## src/rtl/instr_encoder_if.sv

```systemverilog
// Request and imem-write bundle for instr_encoder.
// Handshake rule for both channels: a transfer happens on the rising clock edge where
// valid and ready are both high. A source holds valid and its payload steady until that edge.
// Request channel: i_valid / o_ready. Write channel: o_wr_en (valid) / i_wr_ready.
interface instr_encoder_if #(
  parameter int ADDR_W = 10
);
  // request channel
  logic              i_valid;
  logic              o_ready;
  logic [2:0]        i_fmt;
  logic [6:0]        i_opcode;
  logic [4:0]        i_rd;
  logic [4:0]        i_rs1;
  logic [4:0]        i_rs2;
  logic [2:0]        i_funct3;
  logic [6:0]        i_funct7;
  logic [31:0]       i_imm;
  // imem write channel
  logic              o_wr_en;
  logic              i_wr_ready;
  logic [ADDR_W-1:0] o_wr_addr;
  logic [31:0]       o_wr_data;
  // status
  logic [ADDR_W:0]   o_count;
  logic              o_full;
  logic              o_err;
  logic [1:0]        o_err_code;
  // FSM state for observation (0=RUN 1=FULL 2=ERR)
  logic [1:0]        dbg_state;

  modport slave (
    input  i_valid, i_fmt, i_opcode, i_rd, i_rs1, i_rs2, i_funct3, i_funct7, i_imm,
    input  i_wr_ready,
    output o_ready, o_wr_en, o_wr_addr, o_wr_data, o_count, o_full, o_err, o_err_code,
    output dbg_state
  );

  modport master (
    output i_valid, i_fmt, i_opcode, i_rd, i_rs1, i_rs2, i_funct3, i_funct7, i_imm,
    output i_wr_ready,
    input  o_ready, o_wr_en, o_wr_addr, o_wr_data, o_count, o_full, o_err, o_err_code,
    input  dbg_state
  );
endinterface

```

## src/rtl/instr_encoder.sv

```systemverilog
// Streaming RV32I instruction encoder: range-checks the immediate, packs the fields into
// the format's bit layout and writes the word to sequential imem addresses.
module instr_encoder #(
  parameter int ADDR_W    = 10,
  parameter int BASE_ADDR = 0,
  parameter int DEPTH     = 1024
) (
  input logic            i_clk,
  input logic            i_rst,
  input logic            i_clear,
  instr_encoder_if.slave bus
);

  typedef enum logic [1:0] {
    ST_RUN  = 2'd0,
    ST_FULL = 2'd1,
    ST_ERR  = 2'd2
  } state_e;

  localparam logic [1:0] ERR_RANGE   = 2'd1;
  localparam logic [1:0] ERR_ALIGN   = 2'd2;
  localparam logic [1:0] ERR_FORMAT  = 2'd3;

  localparam logic [ADDR_W-1:0] BASE     = ADDR_W'(BASE_ADDR);
  localparam logic [ADDR_W-1:0] ADDR_ONE = ADDR_W'(1);
  localparam logic [ADDR_W:0]   CNT_ONE  = (ADDR_W+1)'(1);
  localparam logic [ADDR_W:0]   DEPTH_C  = (ADDR_W+1)'(DEPTH);

  state_e            state_q, state_d;
  logic              wr_en_q, wr_en_d;
  logic [ADDR_W-1:0] wr_addr_q, wr_addr_d;
  logic [31:0]       wr_data_q, wr_data_d;
  logic [ADDR_W:0]   count_q, count_d;
  logic              err_q, err_d;
  logic [1:0]        err_code_q, err_code_d;

  logic signed [31:0] imm_s;
  logic [31:0]        enc_word;
  logic [1:0]         enc_err;
  logic               wr_hs;
  logic               room;
  logic               ready;
  logic               accept;

  assign imm_s = bus.i_imm;

  // Pack the request into its format's layout and classify the immediate (alignment first).
  always_comb begin
    enc_word = 32'd0;
    enc_err  = 2'd0;
    case (bus.i_fmt)
      3'd0: begin
        enc_word = {bus.i_funct7, bus.i_rs2, bus.i_rs1, bus.i_funct3, bus.i_rd, bus.i_opcode};
      end
      3'd1: begin
        enc_word = {bus.i_imm[11:0], bus.i_rs1, bus.i_funct3, bus.i_rd, bus.i_opcode};
        if (imm_s < -32'sd2048 || imm_s > 32'sd2047) enc_err = ERR_RANGE;
      end
      3'd2: begin
        enc_word = {bus.i_imm[11:5], bus.i_rs2, bus.i_rs1, bus.i_funct3, bus.i_imm[4:0],
                    bus.i_opcode};
        if (imm_s < -32'sd2048 || imm_s > 32'sd2047) enc_err = ERR_RANGE;
      end
      3'd3: begin
        enc_word = {bus.i_imm[12], bus.i_imm[10:5], bus.i_rs2, bus.i_rs1, bus.i_funct3,
                    bus.i_imm[4:1], bus.i_imm[11], bus.i_opcode};
        if (bus.i_imm[0]) enc_err = ERR_ALIGN;
        else if (imm_s < -32'sd4096 || imm_s > 32'sd4094) enc_err = ERR_RANGE;
      end
      3'd4: begin
        enc_word = {bus.i_imm[31:12], bus.i_rd, bus.i_opcode};
        if (bus.i_imm[11:0] != 12'd0) enc_err = ERR_ALIGN;
      end
      3'd5: begin
        enc_word = {bus.i_imm[20], bus.i_imm[10:1], bus.i_imm[11], bus.i_imm[19:12], bus.i_rd,
                    bus.i_opcode};
        if (bus.i_imm[0]) enc_err = ERR_ALIGN;
        else if (imm_s < -32'sd1048576 || imm_s > 32'sd1048574) enc_err = ERR_RANGE;
      end
      default: enc_err = ERR_FORMAT;
    endcase
  end

  // Handshake qualifiers. A word sitting in the output register already owns a slot, so a
  // new request is only taken while written + pending stays below DEPTH; this keeps the
  // request that would overflow the program from ever being accepted.
  always_comb begin
    wr_hs  = wr_en_q & bus.i_wr_ready;
    room   = (count_q + {{ADDR_W{1'b0}}, wr_en_q}) < DEPTH_C;
    ready  = (state_q == ST_RUN) & (~wr_en_q | bus.i_wr_ready) & room;
    accept = bus.i_valid & ready;
  end

  // Next state: retire the held write, then load a newly accepted word or latch its error.
  always_comb begin
    state_d    = state_q;
    wr_en_d    = wr_en_q;
    wr_addr_d  = wr_addr_q;
    wr_data_d  = wr_data_q;
    count_d    = count_q;
    err_d      = err_q;
    err_code_d = err_code_q;

    if (wr_hs) begin
      wr_en_d   = 1'b0;
      wr_addr_d = wr_addr_q + ADDR_ONE;
      count_d   = count_q + CNT_ONE;
      if (state_q == ST_RUN && count_d == DEPTH_C) state_d = ST_FULL;
    end

    if (accept) begin
      if (enc_err != 2'd0) begin
        err_d      = 1'b1;
        err_code_d = enc_err;
        state_d    = ST_ERR;
      end else begin
        wr_en_d   = 1'b1;
        wr_data_d = enc_word;
      end
    end
  end

  // State register; reset and clear both return to the empty program at BASE_ADDR.
  always_ff @(posedge i_clk) begin
    if (i_rst || i_clear) begin
      state_q    <= ST_RUN;
      wr_en_q    <= 1'b0;
      wr_addr_q  <= BASE;
      wr_data_q  <= 32'd0;
      count_q    <= '0;
      err_q      <= 1'b0;
      err_code_q <= 2'd0;
    end else begin
      state_q    <= state_d;
      wr_en_q    <= wr_en_d;
      wr_addr_q  <= wr_addr_d;
      wr_data_q  <= wr_data_d;
      count_q    <= count_d;
      err_q      <= err_d;
      err_code_q <= err_code_d;
    end
  end

  assign bus.o_ready    = ready;
  assign bus.o_wr_en    = wr_en_q;
  assign bus.o_wr_addr  = wr_addr_q;
  assign bus.o_wr_data  = wr_data_q;
  assign bus.o_count    = count_q;
  assign bus.o_full     = (count_q == DEPTH_C);
  assign bus.o_err      = err_q;
  assign bus.o_err_code = err_code_q;
  assign bus.dbg_state  = state_q;

endmodule

```

## src/flat_wrapper.sv

```systemverilog
// flat-port wrapper written by rule: the top's interface ports become plain ports
module instr_encoder_flat 
#(
  parameter int ADDR_W    = 10,
  parameter int BASE_ADDR = 0,
  parameter int DEPTH     = 1024
)
  (i_clk, i_rst, i_clear, bus_i_valid, bus_i_fmt, bus_i_opcode, bus_i_rd, bus_i_rs1, bus_i_rs2, bus_i_funct3, bus_i_funct7, bus_i_imm, bus_i_wr_ready, bus_o_ready, bus_o_wr_en, bus_o_wr_addr, bus_o_wr_data, bus_o_count, bus_o_full, bus_o_err, bus_o_err_code, bus_dbg_state);
  instr_encoder_if #(.ADDR_W(ADDR_W)) bus_i ();
  input logic i_clk;
  input logic i_rst;
  input logic i_clear;
  input wire logic [$bits(bus_i.i_valid)-1:0] bus_i_valid;
  input wire logic [$bits(bus_i.i_fmt)-1:0] bus_i_fmt;
  input wire logic [$bits(bus_i.i_opcode)-1:0] bus_i_opcode;
  input wire logic [$bits(bus_i.i_rd)-1:0] bus_i_rd;
  input wire logic [$bits(bus_i.i_rs1)-1:0] bus_i_rs1;
  input wire logic [$bits(bus_i.i_rs2)-1:0] bus_i_rs2;
  input wire logic [$bits(bus_i.i_funct3)-1:0] bus_i_funct3;
  input wire logic [$bits(bus_i.i_funct7)-1:0] bus_i_funct7;
  input wire logic [$bits(bus_i.i_imm)-1:0] bus_i_imm;
  input wire logic [$bits(bus_i.i_wr_ready)-1:0] bus_i_wr_ready;
  output wire logic [$bits(bus_i.o_ready)-1:0] bus_o_ready;
  output wire logic [$bits(bus_i.o_wr_en)-1:0] bus_o_wr_en;
  output wire logic [$bits(bus_i.o_wr_addr)-1:0] bus_o_wr_addr;
  output wire logic [$bits(bus_i.o_wr_data)-1:0] bus_o_wr_data;
  output wire logic [$bits(bus_i.o_count)-1:0] bus_o_count;
  output wire logic [$bits(bus_i.o_full)-1:0] bus_o_full;
  output wire logic [$bits(bus_i.o_err)-1:0] bus_o_err;
  output wire logic [$bits(bus_i.o_err_code)-1:0] bus_o_err_code;
  output wire logic [$bits(bus_i.dbg_state)-1:0] bus_dbg_state;
  assign bus_i.i_valid = bus_i_valid;
  assign bus_i.i_fmt = bus_i_fmt;
  assign bus_i.i_opcode = bus_i_opcode;
  assign bus_i.i_rd = bus_i_rd;
  assign bus_i.i_rs1 = bus_i_rs1;
  assign bus_i.i_rs2 = bus_i_rs2;
  assign bus_i.i_funct3 = bus_i_funct3;
  assign bus_i.i_funct7 = bus_i_funct7;
  assign bus_i.i_imm = bus_i_imm;
  assign bus_i.i_wr_ready = bus_i_wr_ready;
  assign bus_o_ready = bus_i.o_ready;
  assign bus_o_wr_en = bus_i.o_wr_en;
  assign bus_o_wr_addr = bus_i.o_wr_addr;
  assign bus_o_wr_data = bus_i.o_wr_data;
  assign bus_o_count = bus_i.o_count;
  assign bus_o_full = bus_i.o_full;
  assign bus_o_err = bus_i.o_err;
  assign bus_o_err_code = bus_i.o_err_code;
  assign bus_dbg_state = bus_i.dbg_state;
  instr_encoder #(.ADDR_W(ADDR_W), .BASE_ADDR(BASE_ADDR), .DEPTH(DEPTH)) u_core (.i_clk(i_clk), .i_rst(i_rst), .i_clear(i_clear), .bus(bus_i));
endmodule
```

## config.mk

```make
export PLATFORM = sky130hd
export DESIGN_NAME = instr_encoder_flat
export DESIGN_NICKNAME = d
export VERILOG_FILES = /design/src/rtl/instr_encoder_if.sv /design/src/rtl/instr_encoder.sv /design/src/flat_wrapper.sv
export SDC_FILE = /design/constraint.sdc
export NUM_CORES = 1
export LEC_CHECK = 0
export CORE_MARGIN = 8
export CORE_UTILIZATION = 39
export DETAILED_ROUTE_END_ITERATION = 6
export GPL_ROUTABILITY_DRIVEN = 1
export PLACE_DENSITY = 0.76
export SLEW_MARGIN = 15
export SYNTH_ARGS = -nofsm -noshare
export SYNTH_HDL_FRONTEND = slang
export SYNTH_SLANG_ARGS = --single-unit
```

## constraint.sdc

```tcl
create_clock -name i_clk -period 2.25 [get_ports i_clk]
set_input_delay 0.225 -clock i_clk [delete_from_list [all_inputs] [get_ports i_clk]]
set_output_delay 0.225 -clock i_clk [all_outputs]
set_load 0.02 [all_outputs]
```

Word-level counts from Yosys, hierarchy flattened
Cells that the tools add are included.
W data, S select, Z words.
{ "classes": {"n_addsub": 3, "order_cmp": 7, "n_eq_ne": 7, "muxes": 15, "bitwise": 7, "n_reduce_logical": 12} }
{ "op_table": {"columns": ["operator", "n"], "rows": [
  ["$pmux W32 S6", 1],
  ["$gt A32 B12 Y1 const B", 1],
  ["$gt A32 B13 Y1 const B", 1],
  ["$gt A32 B21 Y1 const B", 1],
  ["$lt A32 B12 Y1 const B", 1],
  ["$lt A32 B13 Y1 const B", 1],
  ["$lt A32 B21 Y1 const B", 1],
  ["$eq A11 B11 Y1 const B", 2],
  ["$mux W2", 7],
  ["$reduce_bool A12 Y1", 1],
  ["$add A11 B1 Y11", 1],
  ["$add A11 B1 Y11 const B", 1],
  ["$lt A11 B11 Y1 const B", 1],
  ["$add A10 B1 Y10 const B", 1],
  ["$pmux W2 S5", 1],
  ["$eq A3 B2 Y1 const B", 2],
  ["$eq A3 B3 Y1 const B", 2],
  ["$mux W1", 6],
  ["$and A1 B1 Y1", 4],
  ["$logic_or A1 B1 Y1", 4],
  ["$reduce_and A2 Y1", 2],
  ["$eq A3 B1 Y1 const B", 1],
  ["$logic_not A3 Y1", 1],
  ["$logic_not A2 Y1", 1],
  ["5 further kinds", 6]
]} }
{ "word_totals": {"regBits": 59, "in_bits": 72, "elab_cells": 58} }

Longest topological paths before layout
Gate-level depths: netlist (run 1).
{ "logic_depth": {"ltp_word": 8, "mapped_depth": 9} }

Least setup slack after synthesis (run 1)
No wires, ideal clock.
{ "synth_timing": {"path_type": "flip-flop to flip-flop", "from": "reg u_core.count_q[5], in the netlist u_core.bus.o_count[5]", "to": "reg u_core.wr_data_q[10], in the netlist u_core.bus.o_wr_data[10]", "arrival_ns": 2.176, "path_slack_ns": -0.057, "path_stages_with_launch": 9, "path_buffers": 2, "cell_sequence": "dfxtp_1 buf_2 nand4_1 or4_4 a31oi_4 o211ai_1 buf_2 nor3_1 nor3_1"} }
{ "synth_between": {"elab_chain_cells": 5} }
{ "synth_rtl": {"columns": ["element", "line", "source"], "rows": [
  ["start, declared", "instr_encoder.sv:33", "logic [ADDR_W:0] count_q, count_d;"],
  ["start signal, assigned", "instr_encoder.sv:138", "count_q <= count_d;"],
  ["$add A11 B1 Y11", "instr_encoder.sv:89", "room = (count_q + {{ADDR_W{1'b0}}, wr_en_q}) < DEPTH_C;"],
  ["$lt A11 B11 Y1", "instr_encoder.sv:89", null],
  ["$and A1 B1 Y1", "instr_encoder.sv:90", "ready = (state_q == ST_RUN) & (~wr_en_q | bus.i_wr_ready) & room;"],
  ["$and A1 B1 Y1", "instr_encoder.sv:91", "accept = bus.i_valid & ready;"],
  ["$reduce_and A2 Y1 (no source line)", null, null],
  ["end signal, assigned", "instr_encoder.sv:137", "wr_data_q <= wr_data_d;"],
  ["end, declared", "instr_encoder.sv:32", "logic [31:0] wr_data_q, wr_data_d;"]
]} }
Every way passes these cells.
A chain may end at the register's enable or synchronous reset.

Worst setup path in the final report (run 1)
{ "layout_timing": {"from": "reg u_core.count_q[0], in the netlist u_core.bus.o_count[0]", "to": "reg u_core.wr_data_q[20], in the netlist u_core.bus.o_wr_data[20]"} }
Same word-level chain as after synthesis.

==> results.yml, run 1 <==
status:
  status: "complete, no violations"
clocking:
  insertion_delay_ns: 0.34
  cts_buffers: 9
  clkTransAtPathRegs_ns: 0.07
  cts_sinks: 59
  holdBufCountCts: 0
  cts_tree: "done"
  cts_buffer_depth: 2
  htreeDepth: 3
  root_buffer: "clkbuf_8"
setup_path:
  critical_path.max_stage_delay_ns: 0.59
  start_kind: "flop"
  crit_required_ns: 2.54
  cp_slowest_cell: "or4_4"
  r2r_slack_ns: 0.09
  rr_startpoint: "u_core.bus.o_count[0]$_SDFFE_PP0P_"
  r2r-end: "u_core.bus.o_wr_data[20]$_SDFFE_PP0P_"
  r2r_cells: 7
  worstPathCellList: "nand4_1 -> or4_4 -> a31oi_4 -> o211ai_1 -> buf_4 -> nor4_1 -> a31o_1"
  critPathArrivalTime_ns: 2.45
  crit_path_end_kind: "flop"
  path_class: "reg -> reg"
  critPathMaxFanout: 3
grt:
  grt_max_degree: 25
  grt_pass1_vias: 3822
  antenna_found_initial: 0
  grt_overflow_total: 0
  grt_pass1_wl_um: 19200
  grtUsageTotal_pct: 20.8
detailed_routing:
  vias: 3874
  vias_per_cell: 5.61
  drc_errors: 0
  wirelength_um: 12200
  drtIter0Drc: 206
  firstDrtPassIters: 5
  postRouteAntennaNets: 0
  wl_per_cell_um: 17.7
power:
  power_leakage_nw: 1.97
  power.total_w: 0.00270
  powerDensity_nw_per_um2: 512
  ir_drop_mv: 0.318
min_path:
  hold_path.startpoint: "bus_i_opcode[4]"
  holdPathStages: 3
  hold_path_end: "u_core.bus.o_wr_data[4]$_SDFFE_PP0P_"
  holdCritPathClass: "in -> reg"
die:
  start_util_pct: 40.0
  ios: 133
  die_x_um: 108
  core_um2: 8180
  rows: 33
  die_h_um: 108
  die_area_um2: 11600
job:
  cap_viol_max_count: 0
cells_and_area:
  fin_util_pct: 64.5
  final_cell_mix: "clkdlybuf4s50_1 (130), dfxtp_1 (54), nor3_1 (53), nand2_1 (45), buf_4 (42)"
  layout-drive-gt1-share_pct: 13.5
  layoutNonFillerInstCount: 690
  fillers: 715
  nets: 656
  n_antenna_cell: 0
  layout_commonest_cell: "clkdlybuf4s50_1"
  area_delta_synth_final_pct: 61.5
  design_area_um2: 5280
place:
  dpl_cell_area_um2: 5030
  dpl.hpwl_um: 9540
  placed_cells: 672
  portBuffers: 132
  gp_congestion: 0.927
synth:
  ys_seq_area_share_pct: 36.2
  synthesis.nets: 493
  synthCells: 417
  synthTopCellsByArea: "dfxtp_1 (36%), nor3_1 (8.1%), a21oi_1 (5.5%)"
  netlist_area_um2: 3270
  synth_top_area_cell: "dfxtp_1"
  ys.flop_type: "dfxtp_1"
  synth.top_cell.area_share_pct: 36.2
  synth_cell_types: 51
  synth_edf_count: 0
  postSynthAreaPerCell_um2: 7.83
  ys_async_sr_fraction_pct: 0
  yosys_warnings: 0
  ys_seq_elements: 59
timing:
  finalCritPeriodShare_pct: 96.2
  tightest_slew_ns: 0.549
  finalHoldWorstSlack_ns: 0.444
  min_period_ns: 2.16
  hold_viol: 0
  drv_slew: 0
  skew_ns: 0.00797
  fmax_mhz: 462
  finalSetupViolCount: 0
  slew_headroom_pct: 63.3
-- worst max path at each step --
stage / depth (start not counted) / slack (ns) / startpoint / end
final: 7 / 0.09 / u_core.bus.o_count[0]$_SDFFE_PP0P_ / u_core.bus.o_wr_data[20]$_SDFFE_PP0P_
after floorplan: 8 / 0.004 / u_core.bus.o_count[10]$_SDFFE_PP0P_ / u_core.bus.o_wr_data[10]$_SDFFE_PP0P_
after global placement: 8 / -0.10 / bus_i_fmt[1] / u_core.bus.o_wr_data[7]$_SDFFE_PP0P_
after global routing: 7 / -0.02 / u_core.bus.o_count[5]$_SDFFE_PP0P_ / u_core.bus.o_wr_data[10]$_SDFFE_PP0P_
after CTS: 7 / 0.04 / u_core.bus.o_count[6]$_SDFFE_PP0P_ / u_core.bus.o_wr_data[8]$_SDFFE_PP0P_
after detailed placement: 8 / -0.17 / bus_i_fmt[1] / u_core.bus.o_wr_data[8]$_SDFFE_PP0P_
-- final cells by class --
class / instances / area, um2 / area share (%)
clock buffers: 13 / 179 / 3.39
multi-input cells: 322 / 1950 / 37.0
clock inverters: 3 / 43.8 / 0.830
flip-flops and latches: 59 / 1190 / 22.5
well taps: 105 / 131 / 2.49
inverters: 8 / 30.0 / 0.569
repair buffers: 180 / 1750 / 33.2
-- cells in the mapped netlist, types with 2 or more instances --
master    count
buf_2         7
or3_1         3
o21ai_0      10
o22ai_1       8
inv_1         7
nor2b_1       2
nor2_1       35
buf_6         2
nor3_1       53
xnor2_1       9
or2_2         2
a22o_1       13
nand2_1      45
a21oi_1      36
and2_1        2
nand4_1      13
dfxtp_1      59
mux2i_1       9
and3_1        8
a31oi_1       4
nor4_1       10
o31ai_1       3
clkbuf_1     17
xor2_1       11
a22oi_1      16
nand3_1       5
ha_1          4
-- metal layers --
metal | GRT usage (%) | routed length [um]
met1 | 25.3 | 5070
met2 | 33.0 | 5680
met3 | 5.45 | 1060
met4 | 10.5 | 388
met5 | 0 | 0
-- critical path: cells and delay by family (launching register included) --
kind                   cells  cell delay, ns
and+or+nand+nor            3            1.04
AOI/OAI and AO/OA          3            0.56
DFF                        1            0.33
buffers and inverters      1            0.18
-- sequential cells by signal, indices dropped and copies added, names as in the netlist --
name                   count
u_core.bus.dbg_state       2
u_core.bus.o_count        11
u_core.bus.o_err           1
u_core.bus.o_err_code      2
u_core.bus.o_wr_en         1
u_core.bus.o_wr_data      32
u_core.bus.o_wr_addr      10
-- what timing repair did --
| action | 4_1_cts | 5_1_grt |
|---|---|---|
| pin swaps | 0 | 3 |
| buffers inserted | 0 | 2 |
| gates resized for setup | 2 | 2 |
| setup endpoints to repair | 2 | 19 |
-- metrics by stage --
step,setup TNS [ns],worst slack (ns)
finish,0,0.0860
global route,-0.0440,-0.0171
CTS,0,0.0383
detailed placement,-2.79,-0.169
global placement,-2.27,-0.103
floorplan,0,0.00396
-- cells by family (layout without fill, tap and decap cells) --
| group | count (synthesis) | after routing | share of synthesized area (%) |
|---|---|---|---|
| buffers and inverters | 36 | 204 | 4.98 |
| and+or+nand+nor | 187 | 187 | 28.3 |
| adders and majority gates | 4 | 4 | 1.53 |
| DFF | 59 | 59 | 36.2 |
| xor gates and xnor gates | 20 | 20 | 5.36 |
| muxes | 9 | 9 | 2.76 |
| AOI/OAI and AO/OA | 102 | 102 | 20.9 |
-- where the power goes --
| group | switching, W | total [W] | internal (W) |
|---|---|---|---|
| Combinational | 0.000261 | 0.000549 | 0.000288 |
| Clock | 0.000448 | 0.00108 | 0.000633 |
| Sequential | 0.00000991 | 0.00107 | 0.00106 |
Power figures use the tool's default switching activity.
==> inputs of run 2 (changes only) <==
Settings changed: CTS_CLUSTER_DIAMETER set to 120, SLEW_MARGIN 15 to unset.
==> results of run 2 <==
The final DEF is identical to that of run 1; final timing and power are the same.
